[src/rtl/adc_stream_framer.sv]
// Sink for a free-running ADC AXI4-Stream: FIFO buffering, programmable-length framing
// with tlast, handshaked output toward the DMA, and status counters.
module adc_stream_framer #(
   parameter int DATA_WIDTH = 32,
   parameter int FIFO_AW    = 4,
   parameter int LEN_WIDTH  = 16
) (
   input  logic                  aclk,
   input  logic                  areset,
   input  logic                  enable,
   input  logic [LEN_WIDTH-1:0]  frame_len,
   input  logic                  flush,
   input  logic                  s_axis_tvalid,
   input  logic [DATA_WIDTH-1:0] s_axis_tdata,
   output logic                  m_axis_tvalid,
   input  logic                  m_axis_tready,
   output logic [DATA_WIDTH-1:0] m_axis_tdata,
   output logic                  m_axis_tlast,
   output logic [FIFO_AW:0]      fifo_level,
   output logic                  overflow,
   input  logic                  clear_status,
   output logic [31:0]           dropped_count,
   output logic [31:0]           words_accepted,
   output logic [31:0]           frames_sent
);

   localparam int DEPTH = 1 << FIFO_AW;

   localparam logic [1:0] ST_IDLE  = 2'd0;
   localparam logic [1:0] ST_RUN   = 2'd1;
   localparam logic [1:0] ST_DRAIN = 2'd2;

   logic [1:0]            state;
   logic [LEN_WIDTH-1:0]  beat_cnt;
   logic [LEN_WIDTH-1:0]  beat_next;
   logic [LEN_WIDTH-1:0]  len_q;
   logic [LEN_WIDTH-1:0]  len_eff;
   logic                  flush_pending;
   logic [FIFO_AW:0]      wr_ptr;
   logic [FIFO_AW:0]      rd_ptr;
   logic [DATA_WIDTH:0]   mem [DEPTH];
   logic                  full;
   logic                  empty;
   logic                  accept;
   logic                  drop;
   logic                  pop;
   logic                  tlast_w;

   // Fullness uses the registered pointers only, so a read in the same cycle cannot rescue a word.
   assign full   = (wr_ptr[FIFO_AW] != rd_ptr[FIFO_AW]) &&
                   (wr_ptr[FIFO_AW-1:0] == rd_ptr[FIFO_AW-1:0]);
   assign empty  = (wr_ptr == rd_ptr);
   assign accept = (state != ST_IDLE) && s_axis_tvalid && !full;
   assign drop   = (state != ST_IDLE) && s_axis_tvalid && full;
   assign pop    = !empty && m_axis_tready;

   assign m_axis_tvalid = !empty;
   assign {m_axis_tlast, m_axis_tdata} = mem[rd_ptr[FIFO_AW-1:0]];
   assign fifo_level = wr_ptr - rd_ptr;

   // The first beat of a frame sees the live frame_len; later beats use the latched length.
   always_comb begin
      len_eff = len_q;
      if (beat_cnt == '0) begin
         len_eff = (frame_len == '0) ? LEN_WIDTH'(1) : frame_len;
      end
      tlast_w   = (beat_cnt == len_eff - LEN_WIDTH'(1)) || flush_pending || flush;
      beat_next = beat_cnt;
      if (accept) begin
         beat_next = tlast_w ? '0 : beat_cnt + LEN_WIDTH'(1);
      end
   end

   always_ff @(posedge aclk or posedge areset) begin
      if (areset) begin
         state <= ST_IDLE;
      end else begin
         case (state)
            ST_IDLE:  if (enable) state <= ST_RUN;
            ST_RUN:   if (!enable) state <= (beat_next == '0) ? ST_IDLE : ST_DRAIN;
            ST_DRAIN: if (accept && tlast_w) state <= ST_IDLE;
            default:  state <= ST_IDLE;
         endcase
      end
   end

   always_ff @(posedge aclk or posedge areset) begin
      if (areset) begin
         beat_cnt      <= '0;
         len_q         <= '0;
         flush_pending <= 1'b0;
      end else begin
         beat_cnt <= beat_next;
         if (accept && beat_cnt == '0) len_q <= len_eff;
         if (accept) flush_pending <= 1'b0;
         else if (flush) flush_pending <= 1'b1;
      end
   end

   always_ff @(posedge aclk or posedge areset) begin
      if (areset) begin
         wr_ptr <= '0;
         rd_ptr <= '0;
         for (int i = 0; i < DEPTH; i++) mem[i] <= '0;
      end else begin
         if (accept) begin
            mem[wr_ptr[FIFO_AW-1:0]] <= {tlast_w, s_axis_tdata};
            wr_ptr <= wr_ptr + 1'b1;
         end
         if (pop) rd_ptr <= rd_ptr + 1'b1;
      end
   end

   // A clear in the same cycle as a drop leaves the status cleared.
   always_ff @(posedge aclk or posedge areset) begin
      if (areset) begin
         overflow       <= 1'b0;
         dropped_count  <= '0;
         words_accepted <= '0;
         frames_sent    <= '0;
      end else begin
         if (clear_status) begin
            overflow      <= 1'b0;
            dropped_count <= '0;
         end else if (drop) begin
            overflow <= 1'b1;
            if (dropped_count != 32'hFFFF_FFFF) dropped_count <= dropped_count + 32'd1;
         end
         if (accept) words_accepted <= words_accepted + 32'd1;
         if (pop && m_axis_tlast) frames_sent <= frames_sent + 32'd1;
      end
   end

endmodule

[config.mk]
export PLATFORM = sky130hd
export DESIGN_NAME = adc_stream_framer
export DESIGN_NICKNAME = d
export VERILOG_FILES = /design/src/rtl/adc_stream_framer.sv
export SDC_FILE = /design/constraint.sdc
export NUM_CORES = 1
export LEC_CHECK = 0
export BUFFER_PORTS_ARGS = -buffer_cell sky130_fd_sc_hd__buf_2
export CAP_MARGIN = 20
export CORE_MARGIN = 1.5
export CORE_UTILIZATION = 40
export DETAILED_ROUTE_END_ITERATION = 7
export PLACE_DENSITY = 0.62
export SLEW_MARGIN = 5
export SYNTH_ARGS = -nofsm -noshare
export SYNTH_HDL_FRONTEND = slang
export SYNTH_SLANG_ARGS = --single-unit
[constraint.sdc]
create_clock -name aclk -period 26.7 [get_ports aclk]
set_input_delay 5.34 -clock aclk [delete_from_list [all_inputs] [get_ports aclk]]
set_output_delay 5.34 -clock aclk [all_outputs]
set_load 0.1 [all_outputs]
# Yosys cells after proc, flatten, opt, wreduce, memory -nomap -nowiden
# Index checks and enable logic that the tools add are counted.
# word_totals
ff_bits,670
input_bits,55
out_inout_bits,136
wordCells,94
# classes
addsub,8
order_cmp,3
eq_ne,10
muxes,22
n_bitwise,2
n_reduce_logical,23
# op_table
op,n
$bwmux W528,1
$bmux W33 S4,1
$demux W33 S4,1
$mux W33,3
$add A32 B1 Y32 const B,3
$mux W32,3
$mux W16,4
$logic_not A16 Y1,3
$ne A32 B32 Y1 const B,1
$add A16 B1 Y16 const B,1
$eq A16 B16 Y1,1
$sub A16 B1 Y16 const B,1
$add A5 B1 Y5 const B,2
$ge A5 B5 Y1 const B,2
$not A4 Y5,2
$logic_and A1 B1 Y1,9
$mux W2,4
$reduce_bool A2 Y1,4
$ne A2 B2 Y1 const B,3
$pmux W2 S3,1
$eq A5 B5 Y1,1
$lt A5 B1 Y1 const B,1
$sub A5 B5 Y5,1
$eq A4 B4 Y1,1
9 further kinds,14

# Depth between registers and ports, before layout
# Gate-level depths: netlist (run 1).
# depth
ltp_word,13
depth_mapped,20
mapped_depth_nobuf,16

# Worst setup path before layout (run 1)
# OpenSTA, ideal clock, no wires.
# synth_path
kind,input to register
start,input port frame_len[7]
end,register beat_cnt[4]
arrival_time_ps,8738
required_time_ps,26574
path_slack_ps,17836
path_stages,15
n_path_buf,1
path_cell_list,or4_1 -> nor4_1 -> o21ai_0 -> and2_1 -> ha_1 -> clkbuf_1 -> or3b_2 -> nor3_1 -> xnor2_1 -> o22ai_1 -> a211o_1 -> nor4_1 -> a41oi_4 -> and3_1 -> a221o_1
# synth_between
elab_chain_cells,9
# synth_lines
item,line,text
"start, declared",11,"input logic [LEN_WIDTH-1:0] frame_len,"
$logic_not A16 Y1,65,len_eff = (frame_len == '0) ? LEN_WIDTH'(1) : frame_len;
$mux W16 (*),65,
$mux W16 (*),64,if (beat_cnt == '0) begin
$sub A16 B1 Y16 (*),67,tlast_w = (beat_cnt == len_eff - LEN_WIDTH'(1)) || flush_pending || flush;
$eq A16 B16 Y1 (*),67,
$logic_or A1 B1 Y1 (*) (2 in a row),67,
$mux W16 (*),70,beat_next = tlast_w ? '0 : beat_cnt + LEN_WIDTH'(1);
$mux W16 (*),69,if (accept) begin
via beat_next[4],35,logic [LEN_WIDTH-1:0] beat_next;
"end signal, assigned",93,beat_cnt <= beat_next;
"end, declared",34,logic [LEN_WIDTH-1:0] beat_cnt;
# Mark *: on every way through the listed nets, which the timed path passes. The rest lies on a longest branch.
# A chain may end at the register's enable or synchronous reset.

# Worst setup path in the final report (run 1)
# layout_path
start,register rd_ptr[0]
end,output port fifo_level[4]
# layout_between
elab_chain_cells,1
# layout_lines
item,line,text
"start, declared",40,logic [FIFO_AW:0] rd_ptr;
"start signal, assigned",110,if (pop) rd_ptr <= rd_ptr + 1'b1;
$sub A5 B5 Y5,59,assign fifo_level = wr_ptr - rd_ptr;
"end, declared",19,"output logic [FIFO_AW:0] fifo_level,"
# No other way between the ends.

==> results of run 1 <==
[registers in the layout (all words and copies together) (netlist names), 2 cells and up]
signal / flops
beat_cnt: 16
dropped_count: 32
frames_sent: 32
len_q: 16
mem: 528
rd_ptr: 5
state: 2
words_accepted: 32
wr_ptr: 5
[worst max path at each step]
| stage | startpoint | endpoint | slack, ns | cells after the start |
|---|---|---|---|---|
| final | rd_ptr[0] | fifo_level[4] | 17.38 | 8 |
| after global routing | rd_ptr[0] | fifo_level[4] | 17.05 | 8 |
| after CTS | rd_ptr[0] | fifo_level[4] | 17.21 | 8 |
| after detailed placement | frame_len[7] | beat_cnt[9] | 16.95 | 15 |
| after global placement | frame_len[7] | beat_cnt[4] | 17.00 | 15 |
| after floorplan | areset | beat_cnt[0] | 2.58 | 1 |
[area by class of cell]
type | count | area (µm²)
flip-flops and latches | 670 | 16770
well taps | 1040 | 1301
fillers | 6799 | 41570
clock buffers | 111 | 2183
multi-input cells | 1366 | 13920
repair buffers | 221 | 1266
clock inverters | 22 | 336.6
inverters | 29 | 116.4
diodes | 2 | 5.005
[cells in the final DEF, fill, tap and decap left out, types with 17 or more instances in the layout]
master / instances
nor4_1: 17
inv_1: 27
buf_4: 25
mux2_2: 527
nand4_1: 34
clkbuf_16: 76
nor2_1: 103
nor3_1: 29
xnor2_1: 76
nand3_1: 43
o21ai_0: 30
mux4_2: 165
xor2_1: 53
buf_2: 190
clkbuf_1: 20
dfrtp_1: 667
nand2_1: 95
[kinds of logic (layout without fill, tap and decap cells)]
family / after synthesis / count (layout)
xor gates and xnor gates: 130 / 130
adders and majority gates: 16 / 16
DFF: 670 / 670
other: 0 / 2
muxes: 697 / 697
buffers and inverters: 182 / 383
and+or+nand+nor: 416 / 416
AOI/OAI and AO/OA: 107 / 107
[per-layer routing]
layer,vias to the layer above,global-route usage [%],share of wire [%]
li1,8423,-,-
met1,10269,26.48,44
met2,452,32.43,49
met3,143,3.301,4.3
met4,10,6.035,2.6
met5,-,0,0.086
[power by group through the flow]
stage                     combinational, mW  clock [mW]  sequential (mW)
final                                  2.03        1.04             1.63
after global routing                   2.14        1.11             1.68
after CTS                              2.05        1.06             1.63
after detailed placement               2.05           0             1.64
after global placement                 2.02           0             1.61
after floorplan                        1.65           0             1.60
[metrics by stage]
stage,worst slack (ns),hold slack (ns),utilization (%)
final,17.38,0.4683,46.34
after global routing,17.05,0.5002,46.34
after floorplan,2.580,0.4446,-
after detailed placement,16.95,0.4647,42.97
after global placement,17.00,0.4567,42.97
after CTS,17.21,0.4788,46.22
[worst reg2reg max path: cells and delay by family, from the launching register on]
kind | cells | cell delay [ns]
AO/OA/AOI/OAI | 3 | 0.87
AND/OR/NAND/NOR | 9 | 3.46
buffers and inverters | 1 | 0.22
adder cells (fa/ha/maj) | 2 | 0.59
flip-flops | 1 | 0.45
XOR/XNOR | 1 | 0.16
==> metrics, run 1 <==
status=complete, no violations; initial antenna violation count=6; power after layout=around 4.7 mW; max cap viols=0; Top delay family on crit path=buffers and inverters; Hold Violations, Final=0; CP startpoint kind=flip-flop; post-CTS resize count=0; first-pass GRT wire length=123.4 mm; pwr dens=130.9 nW/µm²; Final #Nets=between 2000 and 2500; area delta synth->final=14.53%; Post-synth EDFFs=0; slowest CP cell=dfrtp_4; sequential group share of total power=34.7%; vias in the first global route=20487; Achievable Freq=0.1073 GHz; Num CTS Buffers=76; Synth cell types=69; main combinational cell family by area after synthesis=multiplexers; root buffer cell=clkbuf_16; die width=282.9 µm; Tcrit/Tclk final=34.90%; standard-cell rows=between 100 and 150; simple-gate portion of the synthesized area=6.638%; Placed Cells incl. Taps=between 3000 and 4000; post-route ant nets=0; non-filler cells, final=between 3000 and 4000; CP bufs+invs=3; synth top area cells=dfrtp_1, mux2_2, mux4_2; most numerous cell in the Yosys netlist=dfrtp_1; worst-path fanout max=103; worst vdd ir=0.1293 mV; post-DR vias/cell=roughly 5.6; clock tree buffer depth=3; Synth top cells by count=dfrtp_1, mux2_2, mux4_2, clkbuf_1, nand2_1; Reg2Reg Setup Slack=~21 ns; die area=approximately 80000 µm²; I/O Buffers=190; total grt overflow=0; syn nets=2289; Skew-Pair Late Insertion Delay=0.64 ns; min-delay src=words_accepted[31]; Hold Crit Class=flip-flop to flip-flop; clk_skew=0.04278 ns; Gate power share=roughly 43%; mux contribution to synthesized area=30.95%; capture point of the worst reg-to-reg path=beat_cnt[6]; CP arrival=3.98 ns; fin. max-slew vios=0; share of cells above drive strength 1=43.74%; Die H=around 280 µm; Net Switching=about 1.9 mW; CTS Hold Bufs=0; Hold Path End=words_accepted[31]; I/O pins=191; DRT Pass-1 Iters=7; Slew HR=35.27%; RR Startpoint=beat_cnt[0]; Synth Area in XOR/XNOR=3.676%; ys flop type=dfrtp_1; P_int=2.818 mW; Compound-Gate Fraction of Synth Area=under 10%; Starting DRT DRC Count=1320; Tmin final=about 9.3 ns; H-tree depth=3; Placed Instance Area=33290 µm²; largest net degree at the start of global routing=between 150 and 200; Synth top area share=53.49%; RSZ-0062 raised after global routing=false; GRT Util Overall=19.62%; Post CTS Setup Buffer Count=0; starting density of the core=40.46%; switch share=40.02%; register area share after synthesis=between 50 and 60%; Synth Area in Adders=less than 1%; Yosys Warn Count=0; element type at the critical path end=output pin; Finished Cell Area=between 30000 and 40000 µm²; CTS sink count=670; total negative slack=0 ns; final count of negative-setup-slack endpoints=0; clock transition at the registers of the reported paths=around 0.060 ns; Worst Hold Depth=1; CP required=21.36 ns; crit path cell chain=buf_12 -> ha_1 -> fa_1 -> inv_1 -> a21o_1 -> a21oi_1 -> xnor2_1 -> buf_2; Residual DRC=0; routed wire length=78.06 mm; routed len/inst=roughly 23 µm; vias=approximately 19000; worst slew pin tran=0.9709 ns; critical path class=flip-flop to output pin; synthesized instance count=around 2200; Routability Congestion=between 0.8 and 0.9; Core Region=77470 µm²; Syn Area/Cell=14.13 µm²; Lkg Pwr=around 16 nW; R2R cell count=16; CTS tree=built; Seq cells post-synth=670; post-synth top area cell=dfrtp_1; part of the power in the clock network=between 20% and 30%; DPL Wire Length=around 46 mm; synthesized area=between 30000 and 40000 µm²; CP peak stage delay=roughly 0.91 ns; Async SR Flop Fraction=100.0%
Power figures use the tool's default switching activity.
==> inputs of run 2 (changes only) <==
- PLACE_DENSITY: 0.62 -> 0.64
- clock period: 26.7 -> 8.1 ns (I/O delays scaled with it)
==> metrics, run 2 (synthesis gave the netlist of run 1 again) <==
clock tree buffer depth=3; critical path class=flip-flop to flip-flop; CP arrival=6.19 ns; sequential group share of total power=35.3%; Tmin final=5.728 ns; I/O pins=191; switch share=about two fifths; clk_skew=0.02211 ns; max cap viols=0; die area=80050 µm²; total negative slack=0 ns; fin. max-slew vios=0; Hold Path End=frames_sent[31]; first-pass GRT wire length=122.4 mm; vias in the first global route=20353; Gate power share=42.8%; GRT Util Overall=19.56%; post-DR vias/cell=5.552; Hold Crit Class=flip-flop to flip-flop; pwr dens=432.8 nW/µm²; Final Util=46.16%; CTS Hold Bufs=0; CP startpoint kind=flip-flop; Hold Violations, Final=0; Finished Cell Area=35760 µm²; metal2 WL=between 30 and 40 mm; Biggest register=mem; commonest non-fill, non-tap cell in the layout=dfrtp_1; Post CTS Setup Buffer Count=0; RR Startpoint=beat_cnt[0]; P_int=9.277 mW; post-placement setup slack=1.987 ns; Achievable Freq=0.1746 GHz; Reg2Reg Setup Slack=2.37 ns; Slew HR=between 20% and 30%; H-tree depth=3; CTS tree=built; Core Region=77470 µm²; Tcrit/Tclk final=70.71%; share of cells above drive strength 1=43.47%; die width=~280 µm; post-route ant nets=0; CTS sink count=670; Layout fillers=6825; R2R cell count=16; post-CTS resize count=0; worst-path fanout max=26; max FFs per register=about 530; root buffer cell=clkbuf_16; Routability Congestion=0.8395; status=complete, no violations; fin worst setup slack=around 2.4 ns; initial antenna violation count=7; routed wire length=77.99 mm; part of the power in the clock network=21.9%; vias=~19000; Worst Hold Depth=1; DPL Wire Length=around 45 mm; Hold Worst Slack=0.4690 ns; Met1 Wirelength=approximately 34 mm; Skew-Pair Late Insertion Delay=0.62 ns; WL met3=3.359 mm; largest net degree at the start of global routing=199; worst slew pin tran=1.196 ns; Max Used Layer=met5; standard-cell rows=102; worst vdd ir=~0.46 mV; Lkg Pwr=16.37 nW; I/O Buffers=190; Die H=282.9 µm; Starting DRT DRC Count=approximately 1300; Residual DRC=0; area delta synth->final=14.09%; Net Switching=6.201 mW; starting density of the core=40.46%; Num CTS Buffers=76; RSZ-0062 raised after global routing=false; total grt overflow=0; most frequent cells in the layout=dfrtp_1, mux2_2, buf_2; final count of negative-setup-slack endpoints=0; element type at the critical path end=flip-flop; clock transition at the registers of the reported paths=about 0.060 ns; Placed Instance Area=roughly 33000 µm²; routed len/inst=roughly 23 µm; capture point of the worst reg-to-reg path=beat_cnt[7]; CP required=8.56 ns; min-delay src=frames_sent[31]; DRT Pass-1 Iters=5; Final #Nets=2425
==> run 2: cell count changes in the layout (fill, tap and decap cells not counted), sizes merged <==
cell      delta
inv          +1
clkbuf       +7
diode        +1
bufinv       -2
clkinv       -4
clkinvlp     +2
buf         -10
==> run 2: power groups by stage <==
| stage | Combinational (mW) | Sequential [mW] | Clock [mW] |
|---|---|---|---|
| detailed placement | 6.69 | 5.52 | 0 |
| finish | 6.62 | 5.47 | 3.39 |
| floorplan | 5.45 | 5.27 | 0 |
| CTS | 6.71 | 5.47 | 3.47 |
| global placement | 6.58 | 5.39 | 0 |
| global route | 6.99 | 5.63 | 3.61 |
==> run 2: worst max path at each step <==
stage	endpoint	from	slack [ns]	depth (start not counted)
after detailed placement	beat_cnt[7]	frame_len[7]	1.99	15
after global placement	beat_cnt[8]	frame_len[7]	2.01	15
after floorplan	beat_cnt[0]	areset	-2.68	1
after CTS	beat_cnt[7]	beat_cnt[0]	2.55	16
after global routing	beat_cnt[9]	beat_cnt[0]	2.05	16
final	beat_cnt[7]	beat_cnt[0]	2.37	16
==> run 2: layout make-up <==
class                   instances  area, µm²  area share (%)
clock inverters                19      188.9          0.5283
inverters                      29      112.6          0.3149
repair buffers                211       1166           3.261
clock buffers                 118       2272           6.354
multi-input cells            1366      13940           38.97
flip-flops and latches        670      16780           46.91
well taps                    1040       1301           3.639
diodes                          3      7.507         0.02099
==> run 2: worst max-delay path, cell delays in order, from the launching register on <==
cell and delay, ns:
dfrtp_1 0.44, inv_1 0.18, ha_1 0.19, nor4b_2 0.44, and4_1 0.77, o21ai_0 0.38, and2_1 0.27, ha_1 0.32
or3b_2 0.26, nor3_1 0.05, xnor2_1 0.22, o22ai_1 0.11, a211o_1 0.27, nor4_1 0.52, a41oi_4 0.49, nor2_2 0.54
nor2_1 0.11
==> run 2: per-layer routing <==
metal,vias up,track usage (%)
li1,8429,-
met1,10141,25.88
met2,469,32.79
met3,137,3.100
met4,10,6.559
met5,-,0
==> run 2: stage by stage <==
stage | total power [mW] | instances
after floorplan | 10.72 | 2218
after global placement | 11.97 | 3314
after detailed placement | 12.21 | 3314
after CTS | 15.65 | 3451
after global routing | 16.23 | 3454
final | 15.48 | 3456
==> inputs of run 3 (changes only) <==
- clock period: 8.1 -> 4.65 ns (I/O delays scaled with it)
==> metrics, run 3 (synthesis gave the netlist of run 1 again) <==
P_int=16.23 mW; Gate power share=44.2%; worst-path fanout max=23; slowest CP cell=or3b_2; crit path cell chain=inv_1 -> ha_1 -> nor4b_2 -> buf_4 -> nand4_1 -> nand2_1 -> and2_1 -> ha_1 -> or3b_2 -> nor3_1 -> xnor2_1 -> o22ai_1 -> a211o_1 -> nor4_1 -> buf_4 -> a41oi_4 -> buf_4 -> a31o_2; pwr dens=748.6 nW/µm²; capture point of the worst reg-to-reg path=beat_cnt[1]; R2R cell count=18; switch share=40.02%; CP peak stage delay=0.48 ns; clock tree buffer depth=3; post-route ant nets=0; die width=~280 µm; routed wire length=approximately 80 mm; Final Util=46.65%; fin worst setup slack=0.3172 ns; CP arrival=4.84 ns; Placed Cells incl. Taps=3359; status=complete, no violations; Biggest register=mem; critical path class=flip-flop to flip-flop; I/O Buffers=190; area delta synth->final=15.28%; root buffer cell=clkbuf_16; GRT Util Overall=between 10% and 20%; RSZ-0062 raised after global routing=false; Hold Crit Class=primary input to async pin; Core Region=77470 µm²; Lkg Pwr=16.50 nW; Die H=282.9 µm; total grt overflow=0; Residual DRC=0; RR Startpoint=beat_cnt[0]; Net Switching=between 10 and 15 mW; most frequent CP cell=buf_4; post-CTS resize count=0; element type at the critical path end=flip-flop; Post CTS Setup Buffer Count=0; first-pass GRT wire length=123.4 mm; Reg2Reg Setup Slack=0.32 ns; starting density of the core=~40%; vias in the first global route=20714; sequential group share of total power=34.0%; I/O pins=approximately 190; Routability Congestion=0.8708; most frequent cells in the layout=dfrtp_1, mux2_2, buf_2; worst vdd ir=roughly 0.64 mV; power after layout=27.05 mW; share of cells above drive strength 1=44.57%; largest net degree at the start of global routing=136; vias=19295; clock transition at the registers of the reported paths=0.06 ns; Tmin final=around 4.3 ns; Slew HR=roughly a third; max FFs per register=between 500 and 600; total negative slack=0 ns; post-placement setup slack=-0.02901 ns; max cap viols=0; initial antenna violation count=5; standard-cell rows=102; worst slew pin tran=around 1 ns; diodes inserted=0; H-tree depth=3; CTS sink count=670; CTS Hold Bufs=0; Tcrit/Tclk final=93.18%; Final #Nets=2466; Num CTS Buffers=between 70 and 80; fin. max-slew vios=0; clk_skew=approximately 0.024 ns; CP required=5.16 ns; CTS tree=built; Achievable Freq=0.2308 GHz; Hold Violations, Final=0; routed len/inst=between 20 and 25 µm; Skew-Pair Late Insertion Delay=0.63 ns; non-filler cells, final=3488; post-DR vias/cell=about 5.5; DRT Pass-1 Iters=5; Starting DRT DRC Count=about 1000; CP startpoint kind=flip-flop; DPL Wire Length=approximately 47 mm; final count of negative-setup-slack endpoints=0; commonest non-fill, non-tap cell in the layout=dfrtp_1; die area=80050 µm²; part of the power in the clock network=21.8%
## run 3: changes by cell type in the layout (fill, tap and decap cells not counted), sizes merged
cell	delta
diode	-3
bufinv	+3
clkinv	-1
inv	+1
clkinvlp	+3
clkbuf	-15
buf	+44
## run 3: metal layers
layer	wire length [µm]	part of all wire [%]	vias to the layer above	GRT usage [%]
met1	33280	43	10223	25.78
met2	39450	50	429	33.46
li1	-	-	8491	-
met5	58	0.074	-	0
met3	3493	4.5	142	3.454
met4	2026	2.6	10	6.492
## run 3: how the worst max path moves through the flow
stage	from	endpoint	slack, ns	depth (start not counted)
floorplan	areset	beat_cnt[0]	-5.44	1
global placement	frame_len[8]	beat_cnt[1]	-0.009	16
detailed placement	frame_len[8]	beat_cnt[1]	-0.03	16
CTS	beat_cnt[0]	beat_cnt[1]	0.31	18
global route	beat_cnt[0]	beat_cnt[1]	0.05	17
finish	beat_cnt[0]	beat_cnt[1]	0.32	18
## run 3: power by group through the flow
| stage | registers [mW] | clock network [mW] | logic (mW) |
|---|---|---|---|
| 4_1_cts | 9.21 | 6.06 | 12.1 |
| 3_5_place_dp | 9.30 | 0 | 12.1 |
| 3_3_place_gp | 9.08 | 0 | 11.9 |
| 2_1_floorplan | 9.18 | 0 | 9.50 |
| 5_1_grt | 9.47 | 6.30 | 12.6 |
| 6_report | 9.21 | 5.90 | 11.9 |
## run 3: metrics by stage
| step | hold WS (ns) | area [µm²] |
|---|---|---|
| 2_1_floorplan | 0.4446 | 31350 |
| 3_3_place_gp | 0.4554 | 33690 |
| 3_5_place_dp | 0.4602 | 33690 |
| 4_1_cts | 0.4557 | 36130 |
| 5_1_grt | 0.4819 | 36130 |
| 6_report | 0.4531 | 36130 |
## run 3: worst max-delay path: cells and delay by family, from the launching register on
kind,cells,cell delay [ns]
AOI/OAI and AO/OA,4,0.75
xor gates and xnor gates,1,0.16
adders and majority gates,2,0.45
buffers and inverters,4,0.79
DFF,1,0.44
and+or+nand+nor,7,1.63
## run 3: final cells by class
type,instances,area [µm²]
fillers,6750,41330
well taps,1040,1301
flip-flops and latches,670,16770
repair buffers,254,1607
inverters,29,112.6
clock inverters,25,346.6
clock buffers,104,2095
multi-input cells,1366,13900
